### src/rtl/gb_lcd_fb_writer_if.sv
// Pixel stream from the LCD side and the framebuffer write bus produced from it.
// master = pixel source / framebuffer RAM side, slave = gb_lcd_fb_writer.
interface gb_lcd_fb_writer_if #(
  parameter int PIX_W  = 2,
  parameter int ADDR_W = 15
);
  logic [PIX_W-1:0]  LD;
  logic              PX_VALID;
  logic              FRAME_START;
  logic              wr_en;
  logic [ADDR_W-1:0] wr_addr;
  logic [PIX_W-1:0]  wr_data;
  logic              wr_bank;

  modport master (
    output LD, PX_VALID, FRAME_START,
    input  wr_en, wr_addr, wr_data, wr_bank
  );

  modport slave (
    input  LD, PX_VALID, FRAME_START,
    output wr_en, wr_addr, wr_data, wr_bank
  );
endinterface

### src/rtl/gb_lcd_fb_writer.sv
// Captures Game Boy LCD pixels into a double-buffered framebuffer and publishes
// completed frames to a VGA-domain reader, dropping frames the reader has not consumed.
module gb_lcd_fb_writer #(
  parameter int GB_W   = 160,
  parameter int GB_H   = 144,
  parameter int PIX_W  = 2,
  parameter int ADDR_W = 15
) (
  input  logic                GameBoy_clk,
  input  logic                GameBoy_reset,
  gb_lcd_fb_writer_if.slave   fb,
  input  logic                rd_done_tgl,
  output logic                rd_bank,
  output logic [7:0]          frame_count,
  output logic [7:0]          dropped_frames,
  output logic                busy
);

  localparam int X_W = (GB_W > 1) ? $clog2(GB_W) : 1;
  localparam int Y_W = (GB_H > 1) ? $clog2(GB_H) : 1;

  typedef enum logic [1:0] {IDLE, CAPTURE, PUBLISH} state_t;

  state_t            state_q;
  logic [X_W-1:0]    x_q;
  logic [Y_W-1:0]    y_q;
  logic [ADDR_W-1:0] lin_q;
  logic              wr_en_q;
  logic [ADDR_W-1:0] wr_addr_q;
  logic [PIX_W-1:0]  wr_data_q;
  logic              wr_bank_q;
  logic              rd_bank_q;
  logic              pending_q;
  logic [7:0]        frame_count_q;
  logic [7:0]        dropped_q;
  logic [2:0]        sync_q;

  logic ack;
  logic x_last;
  logic y_last;

  // sync_q[1:0] is the synchronizer, sync_q[2] the edge-detect history.
  assign ack    = sync_q[1] ^ sync_q[2];
  assign x_last = (x_q == X_W'(GB_W - 1));
  assign y_last = (y_q == Y_W'(GB_H - 1));

  always_ff @(posedge GameBoy_clk or posedge GameBoy_reset) begin
    if (GameBoy_reset) begin
      state_q       <= IDLE;
      x_q           <= '0;
      y_q           <= '0;
      lin_q         <= '0;
      wr_en_q       <= 1'b0;
      wr_addr_q     <= '0;
      wr_data_q     <= '0;
      wr_bank_q     <= 1'b0;
      rd_bank_q     <= 1'b1;
      pending_q     <= 1'b0;
      frame_count_q <= '0;
      dropped_q     <= '0;
      sync_q        <= '0;
    end else begin
      sync_q  <= {sync_q[1:0], rd_done_tgl};
      wr_en_q <= 1'b0;
      if (ack) pending_q <= 1'b0;

      unique case (state_q)
        IDLE: ;
        CAPTURE: begin
          if (fb.FRAME_START) begin
            if (dropped_q != 8'hFF) dropped_q <= dropped_q + 8'd1;
          end else if (fb.PX_VALID) begin
            wr_en_q   <= 1'b1;
            wr_addr_q <= lin_q;
            wr_data_q <= fb.LD;
            lin_q     <= lin_q + ADDR_W'(1);
            if (x_last) begin
              x_q <= '0;
              if (y_last) begin
                y_q     <= '0;
                lin_q   <= '0;
                state_q <= PUBLISH;
              end else begin
                y_q <= y_q + Y_W'(1);
              end
            end else begin
              x_q <= x_q + X_W'(1);
            end
          end
        end
        PUBLISH: begin
          if (!pending_q || ack) begin
            rd_bank_q     <= wr_bank_q;
            wr_bank_q     <= ~wr_bank_q;
            pending_q     <= 1'b1;
            frame_count_q <= frame_count_q + 8'd1;
          end else if (dropped_q != 8'hFF) begin
            dropped_q <= dropped_q + 8'd1;
          end
          state_q <= IDLE;
        end
        default: state_q <= IDLE;
      endcase

      // Frame start from any state overrides the per-state counter/write updates above.
      if (fb.FRAME_START) begin
        state_q <= CAPTURE;
        y_q     <= '0;
        if (fb.PX_VALID) begin
          wr_en_q   <= 1'b1;
          wr_addr_q <= '0;
          wr_data_q <= fb.LD;
          x_q       <= X_W'(1);
          lin_q     <= ADDR_W'(1);
        end else begin
          x_q   <= '0;
          lin_q <= '0;
        end
      end
    end
  end

  assign fb.wr_en       = wr_en_q;
  assign fb.wr_addr     = wr_addr_q;
  assign fb.wr_data     = wr_data_q;
  assign fb.wr_bank     = wr_bank_q;
  assign rd_bank        = rd_bank_q;
  assign frame_count    = frame_count_q;
  assign dropped_frames = dropped_q;
  assign busy           = (state_q != IDLE);

endmodule

### src/flat_wrapper.sv
// flat-port wrapper written by rule: the top's interface ports become plain ports
module gb_lcd_fb_writer_flat 
#(
  parameter int GB_W   = 160,
  parameter int GB_H   = 144,
  parameter int PIX_W  = 2,
  parameter int ADDR_W = 15
)
  (GameBoy_clk, GameBoy_reset, rd_done_tgl, rd_bank, frame_count, dropped_frames, busy, fb_LD, fb_PX_VALID, fb_FRAME_START, fb_wr_en, fb_wr_addr, fb_wr_data, fb_wr_bank);
  gb_lcd_fb_writer_if #(.PIX_W(PIX_W), .ADDR_W(ADDR_W)) fb_i ();
  input  logic GameBoy_clk;
  input  logic GameBoy_reset;
  input  logic rd_done_tgl;
  output logic rd_bank;
  output logic [7:0] frame_count;
  output logic [7:0] dropped_frames;
  output logic busy;
  input wire logic [$bits(fb_i.LD)-1:0] fb_LD;
  input wire logic [$bits(fb_i.PX_VALID)-1:0] fb_PX_VALID;
  input wire logic [$bits(fb_i.FRAME_START)-1:0] fb_FRAME_START;
  output wire logic [$bits(fb_i.wr_en)-1:0] fb_wr_en;
  output wire logic [$bits(fb_i.wr_addr)-1:0] fb_wr_addr;
  output wire logic [$bits(fb_i.wr_data)-1:0] fb_wr_data;
  output wire logic [$bits(fb_i.wr_bank)-1:0] fb_wr_bank;
  assign fb_i.LD = fb_LD;
  assign fb_i.PX_VALID = fb_PX_VALID;
  assign fb_i.FRAME_START = fb_FRAME_START;
  assign fb_wr_en = fb_i.wr_en;
  assign fb_wr_addr = fb_i.wr_addr;
  assign fb_wr_data = fb_i.wr_data;
  assign fb_wr_bank = fb_i.wr_bank;
  gb_lcd_fb_writer #(.GB_W(GB_W), .GB_H(GB_H), .PIX_W(PIX_W), .ADDR_W(ADDR_W)) u_core (.GameBoy_clk(GameBoy_clk), .GameBoy_reset(GameBoy_reset), .fb(fb_i), .rd_done_tgl(rd_done_tgl), .rd_bank(rd_bank), .frame_count(frame_count), .dropped_frames(dropped_frames), .busy(busy));
endmodule
### config.mk
export PLATFORM = sky130hd
export DESIGN_NAME = gb_lcd_fb_writer_flat
export DESIGN_NICKNAME = d
export VERILOG_FILES = /design/src/rtl/gb_lcd_fb_writer_if.sv /design/src/rtl/gb_lcd_fb_writer.sv /design/src/flat_wrapper.sv
export SDC_FILE = /design/constraint.sdc
export NUM_CORES = 1
export LEC_CHECK = 0
export CORE_ASPECT_RATIO = 0.7
export CORE_MARGIN = 1.5
export CORE_UTILIZATION = 39
export DETAILED_ROUTE_END_ITERATION = 8
export PLACE_DENSITY = 0.59
export SLEW_MARGIN = 30
export SYNTH_ARGS = -nofsm -noshare
export SYNTH_HDL_FRONTEND = slang
export SYNTH_SLANG_ARGS = --single-unit
### constraint.sdc
create_clock -name GameBoy_clk -period 3 [get_ports GameBoy_clk]
set_input_delay 0.6 -clock GameBoy_clk [delete_from_list [all_inputs] [get_ports GameBoy_clk]]
set_output_delay 0.6 -clock GameBoy_clk [all_outputs]
set_load 0.03 [all_outputs]
# After elaboration in Yosys (flattened, before gate mapping)
# Index checks and enable logic that the tools add are counted.
[word_totals]
in_bits = 7
ff_bits = 73
wordCells = 87
out_inout_bits = 37
[op_classes]
mux = 43
add_sub_neg = 5
n_reduce_logical = 13
bitwise_logic = 2
eq_ne = 11
[ops]
columns = ["cell", "count"]
rows = [
  ["2-to-1 mux 15 bit", 10],
  ["2-to-1 mux 8 bit", 12],
  ["adder 8 x 1 -> 8 bit, second input constant", 4],
  ["2-to-1 mux 2 bit", 9],
  ["equality test 8 bit, second input constant", 2],
  ["one-hot mux 8 bit (2 select lines)", 1],
  ["adder 15 x 1 -> 15 bit, second input constant", 1],
  ["2-to-1 mux 1 bit", 10],
  ["nonzero test 2 bit", 5],
  ["inequality test 8 bit, second input constant", 1],
  ["inequality test 2 bit, second input constant", 3],
  ["inequality test 3 x 2 -> 1 bit, second input constant", 2],
  ["AND reduction 3 bit", 2],
  ["one-hot mux 2 bit (2 select lines)", 1],
  ["AND reduction 2 bit", 2],
  ["AND reduction 4 bit", 1],
  ["inequality test 3 bit, second input constant", 1],
  ["equality test 2 x 1 -> 1 bit, second input constant", 1],
  ["equality test 2 bit, second input constant", 1],
  ["logical NOT 2 bit", 1],
  ["logical NOT 1 bit", 1],
  ["logical OR 1 bit", 1],
  ["inverter 1 bit", 1],
  ["XOR 1 bit", 1],
]

# Logic depth before layout (Yosys ltp)
# Gate-level depths: netlist of run 1.
[depth]
depth_word = 6
ltp_mapped = 8
ltp_nobuf = 5

# Worst setup path before layout of run 1
# No wires, ideal clock.
[synth_timing]
kind = "register -> register"
startpoint = "register u_core.x_q[0]"
endpoint = "register u_core.lin_q[14]"
stages_incl_launch_ff = 8
path_slack_ns = 1.230
arrival_time_ns = 1.688
path_buffers = 2
required_time_ns = 2.918
period_less_slack_ns = 1.770
setup_ns = 0.082
cell_sequence = "dfrtp_1 ha_1 and4_1 buf_4 nand4_1 buf_2 or3b_1 a31oi_1"
[synth_between]
elab_chain_cells = 5
[synth_rtl]
columns = ["element", "line_no", "text"]
rows = [
  ["start: declaration", "gb_lcd_fb_writer.sv:25", "logic [X_W-1:0] x_q;"],
  ["start signal: assignment", "gb_lcd_fb_writer.sv:87", "x_q <= x_q + X_W'(1);"],
  ["equality test 8 bit", "gb_lcd_fb_writer.sv:44", "assign x_last = (x_q == X_W'(GB_W - 1));"],
  ["2-to-1 mux 15 bit", "gb_lcd_fb_writer.sv:77", "if (x_last) begin"],
  ["2-to-1 mux 15 bit", "gb_lcd_fb_writer.sv:72", "end else if (fb.PX_VALID) begin"],
  ["2-to-1 mux 15 bit", "gb_lcd_fb_writer.sv:67", "unique case (state_q)"],
  ["2-to-1 mux 15 bit", "gb_lcd_fb_writer.sv:106", "if (fb.FRAME_START) begin"],
  ["end signal: assignment", "gb_lcd_fb_writer.sv:76", "lin_q <= lin_q + ADDR_W'(1);"],
  ["end: declaration", "gb_lcd_fb_writer.sv:27", "logic [ADDR_W-1:0] lin_q;"],
]
# Every way passes these cells. The select of a mux whose other input is x is not followed.
# A chain may end at the register's enable or synchronous reset.

# Worst setup path in the final report of run 1
[layout_timing]
startpoint = "register u_core.state_q[0]"
endpoint = "output port busy"
[layout_between]
elab_chain_cells = 1
[layout_rtl]
columns = ["element", "line_no", "text"]
rows = [
  ["start: declaration", "gb_lcd_fb_writer.sv:24", "state_t state_q;"],
  ["start signal: assignment", "gb_lcd_fb_writer.sv:49", "state_q <= IDLE;"],
  ["start signal: assignment", "gb_lcd_fb_writer.sv:82", "state_q <= PUBLISH;"],
  ["start signal: assignment", "gb_lcd_fb_writer.sv:100", "state_q <= IDLE;"],
  ["nonzero test 2 bit", "gb_lcd_fb_writer.sv:130", "assign busy = (state_q != IDLE);"],
  ["end: declaration", "flat_wrapper.sv:17", "output logic busy;"],
]
# Every way passes these cells.

==> flow_summary.json, run 1 <==
{
  "cts_tree": "built",
  "dr.pass1.iters": 4,
  "finalWirelength_um": 7720,
  "r2r_cells": 6,
  "ant_nets": 0,
  "synth-simple-area-share": 0.212,
  "worst_hold_slack_ns": 0.352,
  "place_inst": 492,
  "core.rowCount": 28,
  "routedWlPerCell_um": 15.2,
  "slew_violations": 0,
  "core_sq_um": 8580,
  "synth_top_area_frac": 0.515,
  "wl_met1_um": 3930,
  "ys_top_cells_by_area": "dfrtp_1 (51%), nor2_1 (3.5%), a31oi_1 (3.4%)",
  "synth_xor_area_frac": 0.0551,
  "clk_pin_slew_ns": 0.06,
  "hold_viol": 0,
  "synth_top_cells_by_count": "dfrtp_1 (72), nor2_1 (33), nand2_1 (25)",
  "cts.root.buffer_cell": "clkbuf_16",
  "synthToLayoutAreaGrowth_pct": 26.4,
  "ioPinCount": 44,
  "synth_top_family_by_area": "simple AND/OR/NAND/NOR gates",
  "vias_per_cell": 5.37,
  "highest_layer": "met4",
  "fp.dieH_um": 82.3,
  "critPathKind": "flip-flop to output port",
  "cp.arrival_ns": 1.67,
  "place_area_sq_um": 4050,
  "place_congestion": 0.775,
  "critPathLaunchType": "flip-flop",
  "clock_skew_ns": 0.00720,
  "cts_setup_buffers": 0,
  "r2r-start": "u_core.x_q[0]",
  "synthCells": 336,
  "initial_core_util": 0.408,
  "grt_setup_unrepaired": "false",
  "die_w_um": 116,
  "htreeDepth": 3,
  "synth_seq_cells": 73,
  "port_buffers": 43,
  "post-route-period-util": 0.757,
  "end_kind": "output port",
  "required_ns": 2.40,
  "hold_start": "u_core.sync_q[0]",
  "hold_buffers": 0,
  "powerDensity_nw_per_um2": 682,
  "wl_met3_um": 299,
  "tightest_slew_ns": 0.523,
  "finalNetCount": 395,
  "grt_pass1_wl_um": 12700,
  "grt_pass1_vias": 2572,
  "ir_drop_mv": 0.404,
  "antenna_found_initial": 0,
  "cts_made_buffers": 9,
  "worstHoldEndpoint": "u_core.sync_q[1]",
  "setup_viol_count_final": 0,
  "hold-path-cell-count": 0,
  "syn-cell-area_sq_um": 3500,
  "grt_overflow": 0,
  "synth_edf_count": 0,
  "hpwl_um": 5120,
  "crit_start": "u_core.state_q[0]",
  "period_needed_ns": 2.27,
  "grt_usage": 0.177,
  "slew_headroom": 0.652,
  "synth_compound_area_frac": 0.136,
  "clkLatencyLatePin_ns": 0.34,
  "synthArstFlopShare": 1.00,
  "final_area_sq_um": 4420,
  "ys.flop_type": "dfrtp_1",
  "drc": 0,
  "antennaDiodeCount": 0,
  "drive_gt1_frac": 0.111,
  "first_iter_violations": 189,
  "worstReg2RegEnd": "u_core.lin_q[14]",
  "yosys.area.top_type": "dfrtp_1",
  "wl_met2_um": 3370,
  "synthAdderAreaFrac": 0.0179,
  "yosys_warnings": 0,
  "fill_cells": 803,
  "cts_buffer_depth": 2,
  "cts_resized": 0,
  "outcome": "completed",
  "cts_sinks": 73,
  "fin_util": 0.515,
  "fin_setup_tns_ns": 0,
  "grt_max_degree": 66,
  "max_freq_ghz": 0.440,
  "synth_mux_area_frac": 0.0193,
  "synth_nets": 348,
  "fin_cells": 508,
  "yosysMostFrequentCell": "dfrtp_1",
  "ys_seq_area_frac": 0.522,
  "r2r_setup_slack_ns": 0.97,
  "die_area_sq_um": 9560,
  "p_leak_nw": 1.84,
  "vias": 2726,
  "max-cap-violations": 0,
  "cp_max_fo": 7,
  "synth_area_per_cell_sq_um": 10.4,
  "yosysUniqueCellTypes": 51,
  "hold_path.class": "flip-flop to flip-flop"
}
[cell type report]
type	instances	area (sq um)	area share
timing repair buffer	52	510	0.115
inverter	6	22.5	0.00509
clock inverter	5	128	0.0289
tap	120	150	0.0339
sequential	73	1830	0.413
clock buffer	11	243	0.0549
multi-input combinational	241	1540	0.349
[cell families after synthesis]
| kind of cell | after synthesis |
|---|---|
| muxes | 6 |
| buffers and inverters | 22 |
| AOI/OAI and AO/OA | 73 |
| xor gates and xnor gates | 22 |
| adders and majority gates | 5 |
| DFF | 73 |
| and+or+nand+nor | 135 |
[metal layers]
metal,vias to the layer above,global-route usage
met5,-,0
met4,0,0.0634
met3,11,0.0533
met2,45,0.258
met1,1335,0.249
li1,1335,-
[stage by stage]
stage          setup WS (ns)  total power, mW
4_1_cts                0.711             3.05
5_1_grt                0.682             3.15
3_5_place_dp           0.560             1.72
6_report               0.729             3.02
2_1_floorplan          0.548             1.50
3_3_place_gp           0.648             1.71
[worst max-delay path, stage by stage, from the launching register on]
cell             delay, ns
dfrtp_1               0.43
or2_2                 0.32
clkdlybuf4s50_1       0.59
[registers in the layout (all words and copies together), names as in the netlist]
name and cells:
u_core.fb.wr_addr 15, u_core.sync_q 3, u_core.dropped_frames 8, u_core.fb.wr_bank 1, u_core.y_q 8, u_core.lin_q 15
u_core.fb.wr_data 2, u_core.frame_count 8, u_core.fb.wr_en 1, u_core.x_q 8, u_core.rd_bank 1, u_core.state_q 2
u_core.pending_q 1
[report_power, final]
group,total [mW],internal (mW),switching (mW)
Clock,1.32,0.919,0.401
Combinational,0.514,0.219,0.295
Sequential,1.18,1.08,0.106
Total,3.02,2.21,0.802
[cell usage in the layout, fill, tap and decap left out, types with 5 or more instances in the layout]
master	synthesis	final
a31oi_1	19	19
o22ai_1	15	15
nand2_1	25	25
o21ai_0	8	8
xor2_1	13	13
nand3_1	18	18
ha_1	5	5
nand4_1	14	14
dfrtp_1	72	72
inv_1	6	5
a21oi_1	13	13
xnor2_1	9	9
and4_1	5	5
clkdlybuf4s50_1	0	43
buf_4	1	8
and3_1	6	6
nor2_1	33	33
mux2_2	6	6
clkbuf_16	0	9
[how the worst max path moves through the flow]
stage / to / slack (ns)
floorplan: u_core.dropped_frames[0] / 0.55
global placement: u_core.fb.wr_data[1] / 0.65
detailed placement: u_core.fb.wr_data[1] / 0.56
CTS: busy / 0.71
global route: busy / 0.68
finish: busy / 0.73
Note: power is estimated with default switching activity, not from simulation.
==> run 2, diff against run 1 <==
Settings changed: PLACE_DENSITY 0.59 to 0.61.
Clock period 3 ns to 2.04 ns, I/O delays scaled along.
==> flow_summary.json, run 2 (synthesis gave the netlist of run 1 again) <==
{
  "outcome": "completed",
  "total_power_mw": 3.99,
  "period_needed_ns": 1.95,
  "tightest_slew_ns": 0.587,
  "port_buffers": 43,
  "htreeDepth": 3,
  "place_congestion": 0.782,
  "layout_setup_ws_ns": 0.0897,
  "place_inst": 504,
  "ioPinCount": 44,
  "vias_per_cell": 5.27,
  "core_sq_um": 8580,
  "hold_viol": 0,
  "cts_tree": "built",
  "hpwl_um": 5370,
  "clk_pin_slew_ns": 0.06,
  "critPathKind": "flip-flop to output port",
  "antennaDiodeCount": 0,
  "fin_cells": 520,
  "die_area_sq_um": 9560,
  "crit_buf_inv": 1,
  "hold_path.class": "flip-flop to flip-flop",
  "grt_overflow": 0,
  "slew_violations": 0,
  "drive_gt1_frac": 0.135,
  "finalWirelength_um": 7890,
  "synthToLayoutAreaGrowth_pct": 27.5,
  "fill_cells": 764,
  "cp.arrival_ns": 1.54,
  "clkLatencyLatePin_ns": 0.34,
  "max_freq_ghz": 0.513,
  "slowest_delay_ns": 0.72,
  "routedWlPerCell_um": 15.2,
  "powerDensity_nw_per_um2": 894,
  "antenna_found_initial": 0,
  "clock_skew_ns": 0.00488,
  "vias": 2740,
  "fin_util": 0.520,
  "grt_max_degree": 42,
  "slew_headroom": 0.605,
  "post-route-period-util": 0.956,
  "layout_common_cells": "dfrtp_1 (72), clkdlybuf4s50_1 (42), nor2_1 (33)",
  "grt_setup_unrepaired": "false",
  "grt_pass1_vias": 2640,
  "grt_pass1_wl_um": 13300,
  "cts_sinks": 73,
  "cp_cell_sequence": "clkdlybuf4s50_1",
  "cts_setup_buffers": 0,
  "ir_drop_mv": 0.557,
  "final_common_cell": "dfrtp_1",
  "max-cap-violations": 0,
  "end_kind": "output port",
  "die_w_um": 116,
  "dpl_worst_slack_ns": -0.0461,
  "p_leak_nw": 1.86,
  "cp_top_family": "buffers and inverters",
  "dr.pass1.iters": 4,
  "critPathSlowestCell": "clkdlybuf4s50_1",
  "r2r_cells": 6,
  "hold-path-cell-count": 0,
  "grt_usage": 0.183,
  "cts_made_buffers": 9,
  "setup_viol_count_final": 0,
  "cts_buffer_depth": 2,
  "cp_max_fo": 7,
  "required_ns": 1.63,
  "cts.root.buffer_cell": "clkbuf_16",
  "fp.dieH_um": 82.3,
  "initial_core_util": 0.408,
  "drc": 0,
  "critPathLaunchType": "flip-flop",
  "finalNetCount": 407,
  "first_iter_violations": 183,
  "ant_nets": 0,
  "core.rowCount": 28,
  "path_depth": 1
}
==> run 2: layer usage <==
layer  vias up  global-route usage  share of wire  wire length, um
met5         -                   0              0                0
met2        36               0.260           0.42             3330
met4         0              0.0659          0.014              110
li1       1351                   -              -                -
met3         9              0.0504          0.032              256
met1      1344               0.267           0.53             4190
==> run 2: power breakdown <==
part	internal, mW	total (mW)	switching [mW]
Sequential	1.58	1.74	0.158
Combinational	0.338	0.778	0.440
Clock	0.885	1.47	0.584
Total	2.81	3.99	1.18
==> run 2: worst paths after layout <==
kind	end	startpoint	slack, ns
max	frame_count[2]	u_core.frame_count[2]	0.09
min	u_core.sync_q[1]	u_core.sync_q[0]	0.35
max reg2reg	u_core.lin_q[3]	u_core.y_q[0]	0.20
min reg2reg	u_core.sync_q[1]	u_core.sync_q[0]	0.35
max in group asynchronous	u_core.y_q[0]	GameBoy_reset	1.11
min in group asynchronous	u_core.frame_count[4]	GameBoy_reset	0.40
==> run 2: what timing repair did <==
item	CTS	global route
endpoints found under the setup margin	1	0
gates resized for setup	1	0
hold buffers	0	0
==> run 2: layout make-up <==
class / instances / area, sq um / share of cell area
Clock inverter: 3 / 17.5 / 0.00393
Sequential cell: 73 / 1830 / 0.410
Multi-Input combinational cell: 241 / 1540 / 0.346
Tap cell: 120 / 150 / 0.0337
Clock buffer: 13 / 260 / 0.0583
Timing Repair Buffer: 64 / 637 / 0.143
Inverter: 6 / 26.3 / 0.00589
==> run 2: stage by stage <==
step	hold slack, ns	cell area (sq um)	TNS (ns)
2_1_floorplan	0.331	3500	0
3_3_place_gp	0.334	4180	0
3_5_place_dp	0.337	4180	-0.168
4_1_cts	0.350	4460	0
5_1_grt	0.366	4460	0
6_report	0.353	4460	0
